===== src/rtl/lc3_cc_pkg.sv =====
// Shared condition-code types and the N/Z/P classifier for the LC-3 CC/BEN unit.
package lc3_cc_pkg;

    typedef struct packed {
        logic n;
        logic z;
        logic p;
    } cc_t;

    localparam cc_t CC_RESET = '{n: 1'b0, z: 1'b1, p: 1'b0};

    // Width-agnostic: caller supplies the sign bit and the zero test of the bus value.
    function automatic cc_t nzp_of(input logic sign, input logic zero);
        cc_t c;
        c = '0;
        if (zero)
            c.z = 1'b1;
        else if (sign)
            c.n = 1'b1;
        else
            c.p = 1'b1;
        return c;
    endfunction

endpackage


===== src/rtl/cc_stack.sv =====
// Register-array LIFO of saved condition codes with push/pop/exchange and sticky
// overflow/underflow detection.
module cc_stack
    import lc3_cc_pkg::*;
#(
    parameter int unsigned DEPTH = 4,
    localparam int unsigned CW = $clog2(DEPTH + 1),
    localparam int unsigned IW = (DEPTH > 1) ? $clog2(DEPTH) : 1
) (
    input  logic clk,
    input  logic reset,
    input  logic push,
    input  logic pop,
    input  logic clr_err,
    input  cc_t  push_data,
    output cc_t  top_c,
    output logic pop_ok_c,
    output logic empty_c,
    output logic full_c,
    output logic ovf_err,
    output logic unf_err
);

    cc_t            mem [DEPTH];
    logic [CW-1:0]  cnt;
    logic [IW-1:0]  top_idx;
    logic [IW-1:0]  wr_idx;
    logic           exch;
    logic           do_push;
    logic           do_pop;
    logic           ovf_set;
    logic           unf_set;

    assign empty_c  = (cnt == '0);
    assign full_c   = (cnt == CW'(DEPTH));
    assign top_idx  = IW'(cnt - CW'(1));
    assign wr_idx   = IW'(cnt);
    assign top_c    = mem[top_idx];
    assign pop_ok_c = pop & ~empty_c;

    // Push+pop on an empty stack degrades to a plain push (and flags underflow).
    assign exch    = push & pop_ok_c;
    assign do_push = push & ~pop_ok_c & ~full_c;
    assign do_pop  = pop_ok_c & ~push;
    assign ovf_set = push & ~pop_ok_c & full_c;
    assign unf_set = pop & empty_c;

    // Entries need no reset; only the count is cleared.
    always_ff @(posedge clk) begin
        if (exch)
            mem[top_idx] <= push_data;
        else if (do_push)
            mem[wr_idx] <= push_data;
    end

    always_ff @(posedge clk) begin
        if (reset) begin
            cnt     <= '0;
            ovf_err <= 1'b0;
            unf_err <= 1'b0;
        end else begin
            if (do_push)
                cnt <= cnt + CW'(1);
            else if (do_pop)
                cnt <= cnt - CW'(1);
            // A new error in the same cycle as clr_err wins.
            if (ovf_set)
                ovf_err <= 1'b1;
            else if (clr_err)
                ovf_err <= 1'b0;
            if (unf_set)
                unf_err <= 1'b1;
            else if (clr_err)
                unf_err <= 1'b0;
        end
    end

endmodule


===== src/rtl/cc_ben_unit.sv =====
// LC-3 condition-code register, branch-enable register and saved-CC stack.
// Optional CC_FORWARD_EN: LD_BEN evaluates against the CC being loaded in the same cycle.
module cc_ben_unit
    import lc3_cc_pkg::*;
#(
    parameter int unsigned WIDTH = 16,
    parameter int unsigned DEPTH = 4
) (
    input  logic             Clk,
    input  logic             Reset,
    input  logic [WIDTH-1:0] data,
    input  logic             LD_CC,
    input  logic             LD_BEN,
    input  logic [2:0]       ir_cond,
    input  logic             SAVE_CC,
    input  logic             RESTORE_CC,
    input  logic             clr_err,
    output logic             ben,
    output logic [2:0]       cc_out,
    output logic             stack_empty,
    output logic             stack_full,
    output logic             ovf_err,
    output logic             unf_err
);

    cc_t  cc;
    cc_t  cc_next;
    cc_t  cc_sel;
    cc_t  cc_load;
    cc_t  top;
    logic restore_ok;

    cc_stack #(.DEPTH(DEPTH)) u_stack (
        .clk       (Clk),
        .reset     (Reset),
        .push      (SAVE_CC),
        .pop       (RESTORE_CC),
        .clr_err   (clr_err),
        .push_data (cc),
        .top_c     (top),
        .pop_ok_c  (restore_ok),
        .empty_c   (stack_empty),
        .full_c    (stack_full),
        .ovf_err   (ovf_err),
        .unf_err   (unf_err)
    );

    assign cc_load = nzp_of(data[WIDTH-1], data == '0);
    assign cc_out  = cc;

    // A valid restore takes priority over LD_CC.
    always_comb begin
        cc_next = cc;
        cc_sel  = cc;
        if (restore_ok)
            cc_next = top;
        else if (LD_CC)
            cc_next = cc_load;
`ifdef CC_FORWARD_EN
        if (LD_CC)
            cc_sel = cc_next;
`endif
    end

    always_ff @(posedge Clk) begin
        if (Reset) begin
            cc  <= CC_RESET;
            ben <= 1'b0;
        end else begin
            cc <= cc_next;
            if (LD_BEN)
                ben <= |(ir_cond & cc_sel);
        end
    end

endmodule


===== config.mk =====
export PLATFORM = sky130hd
export DESIGN_NAME = cc_ben_unit
export DESIGN_NICKNAME = d
export VERILOG_FILES = /design/src/rtl/lc3_cc_pkg.sv /design/src/rtl/cc_stack.sv /design/src/rtl/cc_ben_unit.sv
export SDC_FILE = /design/constraint.sdc
export NUM_CORES = 1
export LEC_CHECK = 0
export BUFFER_PORTS_ARGS = -buffer_cell sky130_fd_sc_hd__buf_2
export CORE_MARGIN = 2
export CORE_UTILIZATION = 44
export DETAILED_ROUTE_END_ITERATION = 6
export PLACE_DENSITY = 0.83
export SLEW_MARGIN = 5
export SYNTH_ARGS = -nofsm -noshare
export SYNTH_HDL_FRONTEND = slang
export SYNTH_SLANG_ARGS = --single-unit
export TNS_END_PERCENT = 10

===== constraint.sdc =====
create_clock -name Clk -period 1.92 [get_ports Clk]
set_input_delay 0.288 -clock Clk [delete_from_list [all_inputs] [get_ports Clk]]
set_output_delay 0.288 -clock Clk [all_outputs]
set_load 0.02 [all_outputs]

# Yosys cells after proc, flatten, opt, wreduce, memory -nomap -nowiden
# Memory sizes are Yosys's and may differ from the RTL's.
# Cells that the tools add are included.
# totals
register_bits	9
mem_bits_rw	12
inputBits	26
output_inout_bits	8
word_cells	51
memories	1
# classes
n_addsub	2
n_eq_ne	1
mux	20
bitwise_logic	12
reduce_logical	8
# memory_table
memory	words	width	rd	rd_ports_with_merged_regs	wr	line_no	rtl
u_stack.mem	4	3	1	0	1	cc_stack.sv:24	cc_t mem [DEPTH];
# ops
op	n
zero test 16 bit	1
two-way mux 3 bit	5
two-way mux 1 bit	14
nonzero test 2 bit	4
AND 1 bit	7
OR reduction 3 bit	2
NOT 1 bit	4
adder 3 x 1 -> 3 bit (second input constant)	1
AND 3 bit	1
== test 3 bit (second input constant)	1
zero test 3 bit	1
subtractor 3 x 1 -> 3 bit (second input constant)	1
two-way mux 2 bit	1

# Logic depth before layout (Yosys ltp)
# Gate-level depths: netlist of the first run.
# logic_depth
depth_word	11
mapped_depth	8
mapped_depth_nobuf	6

# By module
# A second synthesis of the first run with hierarchy kept.
# unflattened
cells_unflattened	103
hier_area_um2	1226.2
# modules_own_cells
mod	instances	cells_per_inst	area_each_um2	seq_area_each_um2
cc_stack	1	79	1003.5	460.4
cc_ben_unit	1	24	222.7	80.1

# Worst setup path after synthesis of the first run
# No wires, ideal clock.
# synth_timing
path_type	register -> register
startpoint	register u_stack.cnt[0]
endpoint	memory u_stack.mem[3][0] (netlist bit), enable pin
setup_time_ns	0.321
arrival_ns	1.746
t_required_ns	1.599
slack_ns	-0.148
stages_incl_launch_ff	9
n_path_buf	2
period_less_slack_ns	2.068
path_cell_list	dfxtp_1 -> buf_2 -> inv_2 -> ha_1 -> and2b_4 -> nand2b_4 -> buf_8 -> o31a_1 -> nor2b_1
# synth_between
elab_chain_cells	11
word_cells_on_any_way	18
cone_classes	1 x add/sub; 1 x eq/ne; 7 x mux; 7 x bitwise; 2 x reduce/logical
# synth_rtl
item	line_no	rtl
start: declaration	cc_stack.sv:25	logic [CW-1:0] cnt;
start signal: assignment	cc_stack.sv:63	cnt <= cnt + CW'(1);
start signal: assignment	cc_stack.sv:65	cnt <= cnt - CW'(1);
zero test 3 bit (*)	cc_stack.sv:34	assign empty_c = (cnt == '0);
net stack_empty	cc_ben_unit.sv:20	output logic stack_empty,
NOT 1 bit (*)	cc_stack.sv:39	assign pop_ok_c = pop & ~empty_c;
AND 1 bit (*)	cc_stack.sv:39	
NOT 1 bit	cc_stack.sv:43	assign do_push = push & ~pop_ok_c & ~full_c;
AND 1 bit (2 in series)	cc_stack.sv:43	
two-way mux 1 bit	cc_stack.sv:52	else if (do_push)
two-way mux 1 bit	cc_stack.sv:50	if (exch)
two-way mux 1 bit (implied by the code)	cc_stack.sv:53	mem[wr_idx] <= push_data;
OR reduction 3 bit (no source line)	-	
two-way mux 2 bit (no source line) or two-way mux 1 bit (tied branches)	-	
end: declaration	cc_stack.sv:24	
# The timed path passes the listed nets; every way through them passes the cells marked *.

# Worst setup path in the final report of the first run
# layout_timing
startpoint	register u_stack.cnt[1]
endpoint	memory u_stack.mem[3][0] (netlist bit), enable pin
# layout_between
elab_chain_cells	11
word_cells_on_any_way	18
cone_classes	1 x add/sub; 1 x eq/ne; 7 x mux; 7 x bitwise; 2 x reduce/logical
# layout_rtl
item	line_no
zero test 3 bit	cc_stack.sv:34
NOT 1 bit	cc_stack.sv:39
AND 1 bit	cc_stack.sv:39
NOT 1 bit	cc_stack.sv:43
AND 1 bit (2 in series)	cc_stack.sv:43
two-way mux 1 bit	cc_stack.sv:52
two-way mux 1 bit	cc_stack.sv:50
two-way mux 1 bit (implied by the code)	cc_stack.sv:53
OR reduction 3 bit (no source line)	-
two-way mux 2 bit (no source line) or two-way mux 1 bit (tied branches)	-
# Several ways; a longest one is shown, not always the timed one.

==> results of run 1 <==
-- layer usage --
metal / vias up / global-route usage [%] / wire length (microns)
met5: - / 0 / 0
met1: 437 / 22.1 / 944
met2: 44 / 33.1 / 1230
li1: 433 / - / -
met3: 6 / 0.847 / 157
met4: 0 / 8.12 / 36
-- state kept, by name, indices dropped and copies added (netlist names) --
name	count
u_stack.mem	12
cc_out	3
u_stack.cnt	3
ben	1
u_stack.ovf_err	1
u_stack.unf_err	1
-- cells by family after synthesis --
logic type      count (synthesis)  share of synthesized area [%]
simple gates                   38                           19.6
flops                          21                           50.1
compound gates                 18                           12.5
buf+inv                        10                           4.76
mux                             6                           9.51
fa+ha+maj                       3                           3.48
-- timing repair --
action	in CTS	in global routing
resized for setup	0	2
setup buffers	0	0
endpoints found under the setup margin	0	9
hold buffers	0	0
-- power groups by stage --
stage / logic, mW / clock network [mW] / registers (mW)
floorplan: 0.495 / 0 / 0.700
global placement: 0.660 / 0 / 0.686
detailed placement: 0.688 / 0 / 0.691
CTS: 0.694 / 0.213 / 0.682
global route: 0.751 / 0.229 / 0.696
finish: 0.703 / 0.203 / 0.684
-- cell type report --
class                      count  share of cell area, %
inverter                       5                   1.45
clock buffer                   3                   1.73
multi-input combinational     65                   38.2
timing repair buffer          35                   13.9
tap                           28                   2.70
clock inverter                 1                  0.385
sequential                    21                   41.7
-- placed cells by master, fill, tap and decap left out, types with 2 or more instances in the layout --
cell       n
buf_2     33
edfxtp_1  12
nand3_1   11
nor2_1     9
dfxtp_1    8
nor4_1     4
inv_1      3
a21oi_1    3
mux4_2     3
clkbuf_4   3
inv_2      2
and2_1     2
mux2i_1    2
o31a_1     2
o31ai_1    2
nand3b_1   2
a31oi_1    2
nand2_1    2
a211oi_1   2
ha_1       2
buf_4      2
-- final timing paths --
kind,to,slack [ns],cells after the start
worst max-delay path,u_stack.mem[3][0],0.10,6
worst min-delay path,ben,0.17,2
worst max register to register,u_stack.mem[3][0],0.10,6
worst min register to register,u_stack.ovf_err,0.48,2
-- critical path: cells and delay by family (launching register included) --
| kind | cells | cell delay [ns] |
|---|---|---|
| flops | 1 | 0.40 |
| buf+inv | 1 | 0.09 |
| fa+ha+maj | 1 | 0.21 |
| simple gates | 3 | 0.56 |
| compound gates | 1 | 0.27 |
-- stage by stage --
| step | power, mW | instances | hold slack (ns) | util [%] | area, sq um |
|---|---|---|---|---|---|
| after detailed placement | 1.38 | 154 | 0.466 | 56.2 | 1270 |
| after global routing | 1.68 | 158 | 0.169 | 57.6 | 1300 |
| after global placement | 1.35 | 154 | 0.453 | 56.2 | 1270 |
| after floorplan | 1.19 | 96 | 0.384 | - | 1090 |
| final | 1.59 | 158 | 0.171 | 57.6 | 1300 |
| after CTS | 1.59 | 158 | 0.162 | 57.4 | 1290 |
==> summary.md, run 1 <==
| Metric | Value |
|---|---|
| Htree depth | 1 |
| Max_cap viols | 0 |
| GRT overflow | 0 |
| # fillers | 209 |
| Post-Syn Area | between 1000 and 1500 sq um |
| Post-synth EDFFs | 12 |
| Combinational share of power | approximately 44% |
| Clock latency on the worst-skew pair | roughly 0.29 ns |
| Final Hold Violating Endpoints | 0 |
| Max Root-Sink Buffers | 2 |
| Synth top cells by count | edfxtp_1, nand3_1, dfxtp_1, nor2_1, nor4_1 |
| Worst Path Max Fanout | 10 |
| Critical Path End Type | flip-flop |
| Critical path, cell by cell | inv_2 > ha_2 > and2b_4 > nand2b_4 > o31a_1 > nor2b_2 |
| Synth top area share | 33.4% |
| Clock Pin Slew Worst Setup and Hold Paths | 0.11 ns |
| Slew headroom | approximately 78% |
| Crit path time final | around 1.8 ns |
| Clk root buf | clkbuf_4 |
| Sw Share | approximately 37% |
| Type of the worst min-delay path | input port to flip-flop |
| Initial drt markers | 27 |
| Syn Nets | approximately 130 |
| DRT Pass-1 Iters | 4 |
| CTS tree | done |
| Total wire length | 2370 microns |
| Asr flop ratio synth | 0% |
| Clock Power Share | 12.7% |
| PwrDens | ~1200 nW/um^2 |
| Register area | between 500 and 600 sq um |
| Setup ws final | about 0.10 ns |
| Clk sink count | 21 |
| #FFs+latches synth | 21 |
| Largest net degree at the start of global routing | 13 |
| Fin Setup TNS | 0 ns |
| Mapped Cells | 96 |
| Slowest-stage cell, CP | dfxtp_2 |
| Status | complete, no violations |
| Via density | around 5.8 |
| VDD IR max | 0.556 mV |
| Worst slack at placement | a little under 0.06 ns |
| Worst Min Path Start | LD_BEN |
| Routed len/inst | around 15 microns |
| Post-synth top flop | edfxtp_1 |
| Number of distinct library cells after synthesis | 35 |
| Vias | 920 |
| Antenna Nets Post-Route | 0 |
| CP startpoint | u_stack.cnt[1] |
| Core area | 2250 sq um |
| Net switching power | ~590 uW |
| Final setup violation count | 0 |
| CP startpoint kind | flip-flop |
| Critical Path RT | 1.93 ns |
| Reg2reg start | u_stack.cnt[1] |
| Area of the die | approximately 2900 sq um |
| Area Overhead vs Synth | 20.4% |
| Gr usage total | between 10% and 20% |
| Cts bufs inserted | 3 |
| Antenna violations before repair | 0 |
| First-pass GRT wire length | roughly 3700 microns |
| Port-buffer cells | 33 |
| Final Cycle Share | a little over nine tenths |
| Seq pwr share | a little over two fifths |
| Syn_area_per_cell | 11.2 sq um |
| RSZ-0062 raised after global routing | false |
| Vias in the first global route | 873 |
| Top cells by area, synth | edfxtp_1, dfxtp_1, mux4_2, nand3_1, ha_1 |
| Internal power | roughly 1000 uW |
| Final Max Tran Viols | 0 |
| Die Ht | 53.5 microns |
| Peak Freq | 0.550 GHz |
| Worst-margin pin slew | ~0.33 ns |
| DR DRC count | 0 |
| Multi-input gate area | about 500 sq um |
| Top-count cell post-synth | edfxtp_1 |
| Share of layout cells above drive strength 1 | about two fifths |
| Critical Path Max Stage Delay | approximately 0.40 ns |
| Clock skew | roughly 0.0036 ns |
| Crit path DAT | around 1.8 ns |
| Ys Warns | 0 |
| Detailed placer's ending HPWL | 1860 microns |
| Leakage | around 0.53 nW |
| Initial core utilization | between 40 and 50% |
| Die Wd | 53.5 microns |
| Net count reported at finish | 160 |
| GP Congestion | 0.846 |
| Register area share after synthesis | around 50% |
| Row count | 17 |
| IO Count | 34 |
| Crit path kind | flip-flop to flip-flop |
| Dominant cell type by area after synthesis | edfxtp_1 |
| N_diodes | 0 |
(Power assumes the default switching activity.)
==> run 2, diff against run 1 <==
--- a/config.mk
+++ b/config.mk
@@ -9,7 +9,7 @@
 export CORE_MARGIN = 2
 export CORE_UTILIZATION = 44
 export DETAILED_ROUTE_END_ITERATION = 6
-export PLACE_DENSITY = 0.83
+export PLACE_DENSITY = 0.8
 export SLEW_MARGIN = 5
 export SYNTH_ARGS = -nofsm -noshare
 export SYNTH_HDL_FRONTEND = slang
==> summary.md, run 2 (synthesis results as in run 1) <==
| Metric | Value |
|---|---|
| Antenna violations before repair | 0 |
| Htree depth | 1 |
| Crit path DAT | about 1.8 ns |
| N_diodes | 0 |
| Gr usage total | between 15 and 20% |
| Worst Min Path Start | LD_BEN |
| Row count | 17 |
| Combinational share of power | between 40% and 50% |
| Net switching power | between 500 and 600 uW |
| Commonest non-fill, non-tap cell in the layout | buf_2 |
| Peak Freq | 0.559 GHz |
| Area Overhead vs Synth | 20.9% |
| Cts bufs inserted | 3 |
| Internal power | about 1000 uW |
| Max_cap viols | 0 |
| GRT overflow | 0 |
| Final Cycle Share | 93.2% |
| Buf/Inv on CP | 1 |
| Critical Path Max Stage Delay | slightly below 0.4 ns |
| Clk root buf | clkbuf_4 |
| Clk sink count | 21 |
| CTS Hold Bufs | 0 |
| DRT Pass-1 Iters | 4 |
| Worst Path Max Fanout | 10 |
| Clock Pin Slew Worst Setup and Hold Paths | 0.11 ns |
| Vias in the first global route | around 790 |
| Clock Power Share | between 10% and 20% |
| Die Ht | 53.5 microns |
| Seq pwr share | between 40% and 50% |
| Critical Path End Type | flip-flop |
| Status | complete, no violations |
| RSZ-0062 raised after global routing | false |
| PwrDens | 1210 nW/um^2 |
| VDD IR max | approximately 0.65 mV |
| Commonest cells after routing, fill and taps aside | buf_2, edfxtp_1, nand3_1 |
| Clock skew | approximately 0.0022 ns |
| Slowest-stage cell, CP | dfxtp_2 |
| Worst-margin pin slew | roughly 0.3 ns |
| Setup Buffers After CTS | 0 |
| Vias | between 800 and 900 |
| GP Congestion | around 0.82 |
| Share of layout cells above drive strength 1 | ~42% |
| Die Wd | between 50 and 60 microns |
| Critical path, cell by cell | inv_2 > ha_2 > and2b_4 > nand2b_4 > o31a_1 > nor2b_2 |
| Crit path time final | approximately 1.8 ns |
| First-pass GRT wire length | 3640 microns |
| Via density | about 5.5 |
| Port-buffer cells | 33 |
| Routed len/inst | approximately 14 microns |
| CP startpoint | u_stack.cnt[1] |
| Antenna Nets Post-Route | 0 |
| Area of the die | 2860 sq um |
| Critical Path RT | just under 2 ns |
| Area after detailed placement | around 1300 sq um |
| Total wire length | about 2300 microns |
| Final setup violation count | 0 |
| Fin area | about 1300 sq um |
| Slew headroom | between 80 and 90% |
| Max Root-Sink Buffers | 2 |
| Largest net degree at the start of global routing | 13 |
| DR DRC count | 0 |
| Initial core utilization | between 40% and 50% |
| Net count reported at finish | 160 |
| Final Hold Violating Endpoints | 0 |
| Fin Setup TNS | 0 ns |
| IO Count | 34 |
| Reg2reg start | u_stack.cnt[1] |
| Type of the worst min-delay path | input port to flip-flop |
| CTS tree | done |
| Biggest register | u_stack.mem |
| Core area | between 2000 and 2500 sq um |
| CP startpoint kind | flip-flop |
| Crit path kind | flip-flop to flip-flop |
| Initial drt markers | 37 |
| Max reg flops | 12 |
| Sw Share | 36.8% |
| Detailed placer's ending HPWL | between 1500 and 2000 microns |
| Leakage | between 0.5 and 0.6 nW |
| Final Max Tran Viols | 0 |
| CP top delay family | simple AND/OR/NAND/NOR gates |
| Clock latency on the worst-skew pair | 0.30 ns |
[run 2: per-stage QoR]
stage                     cells  power, mW  hold slack [ns]  util (%)  worst slack, ns
final                       158       1.58            0.170      57.8            0.131
after global routing        158       1.68            0.173      57.8           0.0646
after CTS                   158       1.57            0.169      57.4           0.0615
after detailed placement    154       1.37            0.465      56.2           0.0702
after global placement      154       1.35            0.454      56.2            0.161
after floorplan              96       1.19            0.384         -           0.0205
[run 2: power by group through the flow]
stage	clock network [mW]	logic, mW	registers (mW)
floorplan	0	0.495	0.700
global placement	0	0.662	0.687
detailed placement	0	0.682	0.690
CTS	0.208	0.685	0.681
global route	0.226	0.762	0.696
finish	0.203	0.698	0.681
[run 2: layout make-up]
cell class                 count  area [sq um]
tap                           28          35.0
clock inverter                 1          5.00
inverter                       5          18.8
timing repair buffer          35           180
sequential                    21           542
fill                         206           951
multi-input combinational     65           500
clock buffer                   3          22.5
[run 2: final timing paths]
kind | slack, ns | cells after the start | endpoint
hold / removal | 0.17 | 2 | ben
setup reg to reg | 0.13 | 6 | u_stack.mem[3][1]
hold reg to reg | 0.48 | 2 | u_stack.ovf_err
setup / recovery | 0.13 | 6 | u_stack.mem[3][1]
[run 2: repair_timing]
action,in CTS,in global routing
setup endpoints to repair,0,12
endpoints found under the hold margin,0,0
resized for setup,0,4
[run 2: metal layers]
layer / track usage [%] / vias up / routed length [microns]
met2: 30.0 / 34 / 1130
met5: 0 / - / 0
met4: 10.3 / 0 / 50
li1: - / 436 / -
met3: 0.847 / 5 / 130
met1: 24.3 / 400 / 945
==> run 3, diff against run 2 <==
--- a/config.mk
+++ b/config.mk
@@ -7,9 +7,10 @@
 export LEC_CHECK = 0
 export BUFFER_PORTS_ARGS = -buffer_cell sky130_fd_sc_hd__buf_2
 export CORE_MARGIN = 2
-export CORE_UTILIZATION = 44
+export CORE_UTILIZATION = 49
 export DETAILED_ROUTE_END_ITERATION = 6
-export PLACE_DENSITY = 0.8
+export GPL_TIMING_DRIVEN = 0
+export PLACE_DENSITY = 0.84
 export SLEW_MARGIN = 5
 export SYNTH_ARGS = -nofsm -noshare
 export SYNTH_HDL_FRONTEND = slang
==> constraint.sdc (replaced) <==
create_clock -name Clk -period 1.65 [get_ports Clk]
set_input_delay 0.2475 -clock Clk [delete_from_list [all_inputs] [get_ports Clk]]
set_output_delay 0.2475 -clock Clk [all_outputs]
set_load 0.02 [all_outputs]
==> summary.md, run 3 (synthesis results as in run 1) <==
| Metric | Value |
|---|---|
| Die Ht | 50.9 microns |
| Placed cell count | about 160 |
| Critical Path RT | 1.65 ns |
| Vias | ~930 |
| Met2 WL | roughly 1200 microns |
| Biggest register | u_stack.mem |
| Clk sink count | 21 |
| Layout Utilization | 69.7% |
| Finished Layout Cells | roughly 170 |
| Core area | 2020 sq um |
| Reg2Reg Setup Slack | -0.09 ns |
| Worst reg-to-reg path cell count | 6 |
| Clock Pin Slew Worst Setup and Hold Paths | around 0.12 ns |
| Critical Path End Type | flip-flop |
| Net count reported at finish | 168 |
| Max_cap viols | 0 |
| Reg-to-Reg End | u_stack.mem[3][2] |
| Max Root-Sink Buffers | 2 |
| Cts bufs inserted | 3 |
| RSZ-0062 raised after global routing | true |
| IO Count | 34 |
| Clock latency on the worst-skew pair | 0.30 ns |
| Htree depth | 1 |
| Metal-1 WL | 969 microns |
| Status | finished, violations left |
| Initial drt markers | 35 |
| Setup ws final | -0.0948 ns |
| VDD IR max | approximately 0.90 mV |
| Worst-margin pin slew | around 0.45 ns |
| Antenna Nets Post-Route | 0 |
| Row count | 16 |
| Crit path DAT | between 1.5 and 2 ns |
| Design Power | approximately 2.1 mW |
| Crit path kind | flip-flop to flip-flop |
| Share of layout cells above drive strength 1 | between 40% and 50% |
| Initial core utilization | 53.3% |
| Via density | roughly 5.6 |
| Crit path time final | roughly 1.7 ns |
| Fin area | ~1400 sq um |
| N_diodes | 0 |
| CP startpoint kind | flip-flop |
| Largest net degree at the start of global routing | 13 |
| Reg2reg start | u_stack.cnt[1] |
| Final Hold Violating Endpoints | 0 |
| Port-buffer cells | 33 |
| Register area | around 550 sq um |
| Leakage | ~0.57 nW |
| Clk root buf | clkbuf_4 |
| Type of the worst min-delay path | input port to flip-flop |
| Commonest cells after routing, fill and taps aside | buf_2, edfxtp_1, nand3_1 |
| Critical Path Max Stage Delay | about 0.4 ns |
| Area after detailed placement | about 1300 sq um |
| Die Wd | 50.9 microns |
| Max reg flops | 12 |
| Clock skew | around 0.013 ns |
| # fillers | between 100 and 150 |
| Slew headroom | between 60 and 70% |
| GP Congestion | slightly below 0.8 |
| Slowest-stage cell, CP | dfxtp_4 |
| GRT overflow | 0 |
| Uppermost routed layer | met4 |
| Failing checks | negative setup slack |
| Multi-input gate area | between 500 and 600 sq um |
| PwrDens | between 1000 and 1500 nW/um^2 |
| First-pass GRT wire length | 3810 microns |
| Critical path, cell by cell | inv_6 > ha_4 > and2b_4 > nand2b_4 > o31a_1 > nor2b_2 |
| CTS tree | done |
| DR DRC count | 0 |
| Final Cycle Share | 106% |
| Worst hold stages | 2 |
| Commonest non-fill, non-tap cell in the layout | buf_2 |
| Area of the die | about 2600 sq um |
| Total wire length | 2400 microns |
| Final Max Tran Viols | 0 |
| Antenna violations before repair | 0 |
| Vias in the first global route | ~830 |
| Fin Setup TNS | -0.288 ns |
| WL met3 | 146 microns |
| Final setup violation count | 4 |
| Peak Freq | 0.573 GHz |
| Area Overhead vs Synth | 30.7% |
| Gr usage total | approximately 20% |
| Routed len/inst | between 10 and 15 microns |
| DRT Pass-1 Iters | 4 |
| Hold endpoint | ben |
| Worst Path Max Fanout | 6 |
| Detailed placer's ending HPWL | 1700 microns |
| Worst Min Path Start | LD_BEN |
| CTS Hold Bufs | 0 |
[run 3: changes by cell type in the layout (fill, tap and decap cells not counted), sizes merged]
cell,change
buf,+7
clkbuf,+1
[run 3: metal layers]
layer | GRT usage [%] | vias up
met4 | 9.01 | 0
met3 | 2.63 | 5
met2 | 32.9 | 41
met5 | 0 | -
li1 | - | 446
met1 | 26.7 | 436
[run 3: area by class of cell]
| class | count | share of cell area, % |
|---|---|---|
| clock buffers | 3 | 1.60 |
| repair buffers | 41 | 16.4 |
| plain buffers | 2 | 0.621 |
| well taps | 27 | 2.40 |
| flip-flops and latches | 21 | 38.9 |
| multi-input cells | 65 | 37.7 |
| clock inverters | 1 | 0.355 |
| inverters | 5 | 2.04 |
[run 3: repair_timing]
item,in CTS,in global routing
setup endpoints to repair,17,15
setup buffers,5,3
resized for setup,10,5
pin swaps,1,3
gates cloned,0,0
[run 3: how the worst max path moves through the flow]
stage	startpoint	to	depth (start not counted)
final	u_stack.cnt[1]	u_stack.mem[3][2]	6
after global placement	u_stack.cnt[0]	u_stack.mem[3][2]	8
after CTS	u_stack.cnt[0]	u_stack.mem[3][2]	7
after floorplan	u_stack.cnt[0]	u_stack.mem[3][0]	8
after global routing	u_stack.cnt[1]	u_stack.mem[3][2]	6
after detailed placement	u_stack.cnt[1]	u_stack.mem[2][0]	7
[run 3: where the power goes]
part | leakage (nW) | switching, mW | internal (mW)
registers | 0.186 | 0.103 | 0.716
logic | 0.369 | 0.502 | 0.513
clock network | 0.0177 | 0.151 | 0.0903
total | 0.573 | 0.756 | 1.32
[run 3: through the flow]
step           hold WS, ns  setup WS [ns]
2_1_floorplan        0.343         -0.174
3_3_place_gp         0.442         -0.242
3_5_place_dp         0.465         -0.291
4_1_cts              0.128        -0.0963
5_1_grt              0.141         -0.114
6_report             0.128        -0.0948
[run 3: critical path, delay by kind of cell, from the launching register on]
kind                     cells  cell delay, ns
AND/OR/NAND/NOR              3            0.52
buffers and inverters        1            0.05
flip-flops                   1            0.41
AO/OA/AOI/OAI                1            0.29
adder cells (fa/ha/maj)      1            0.18
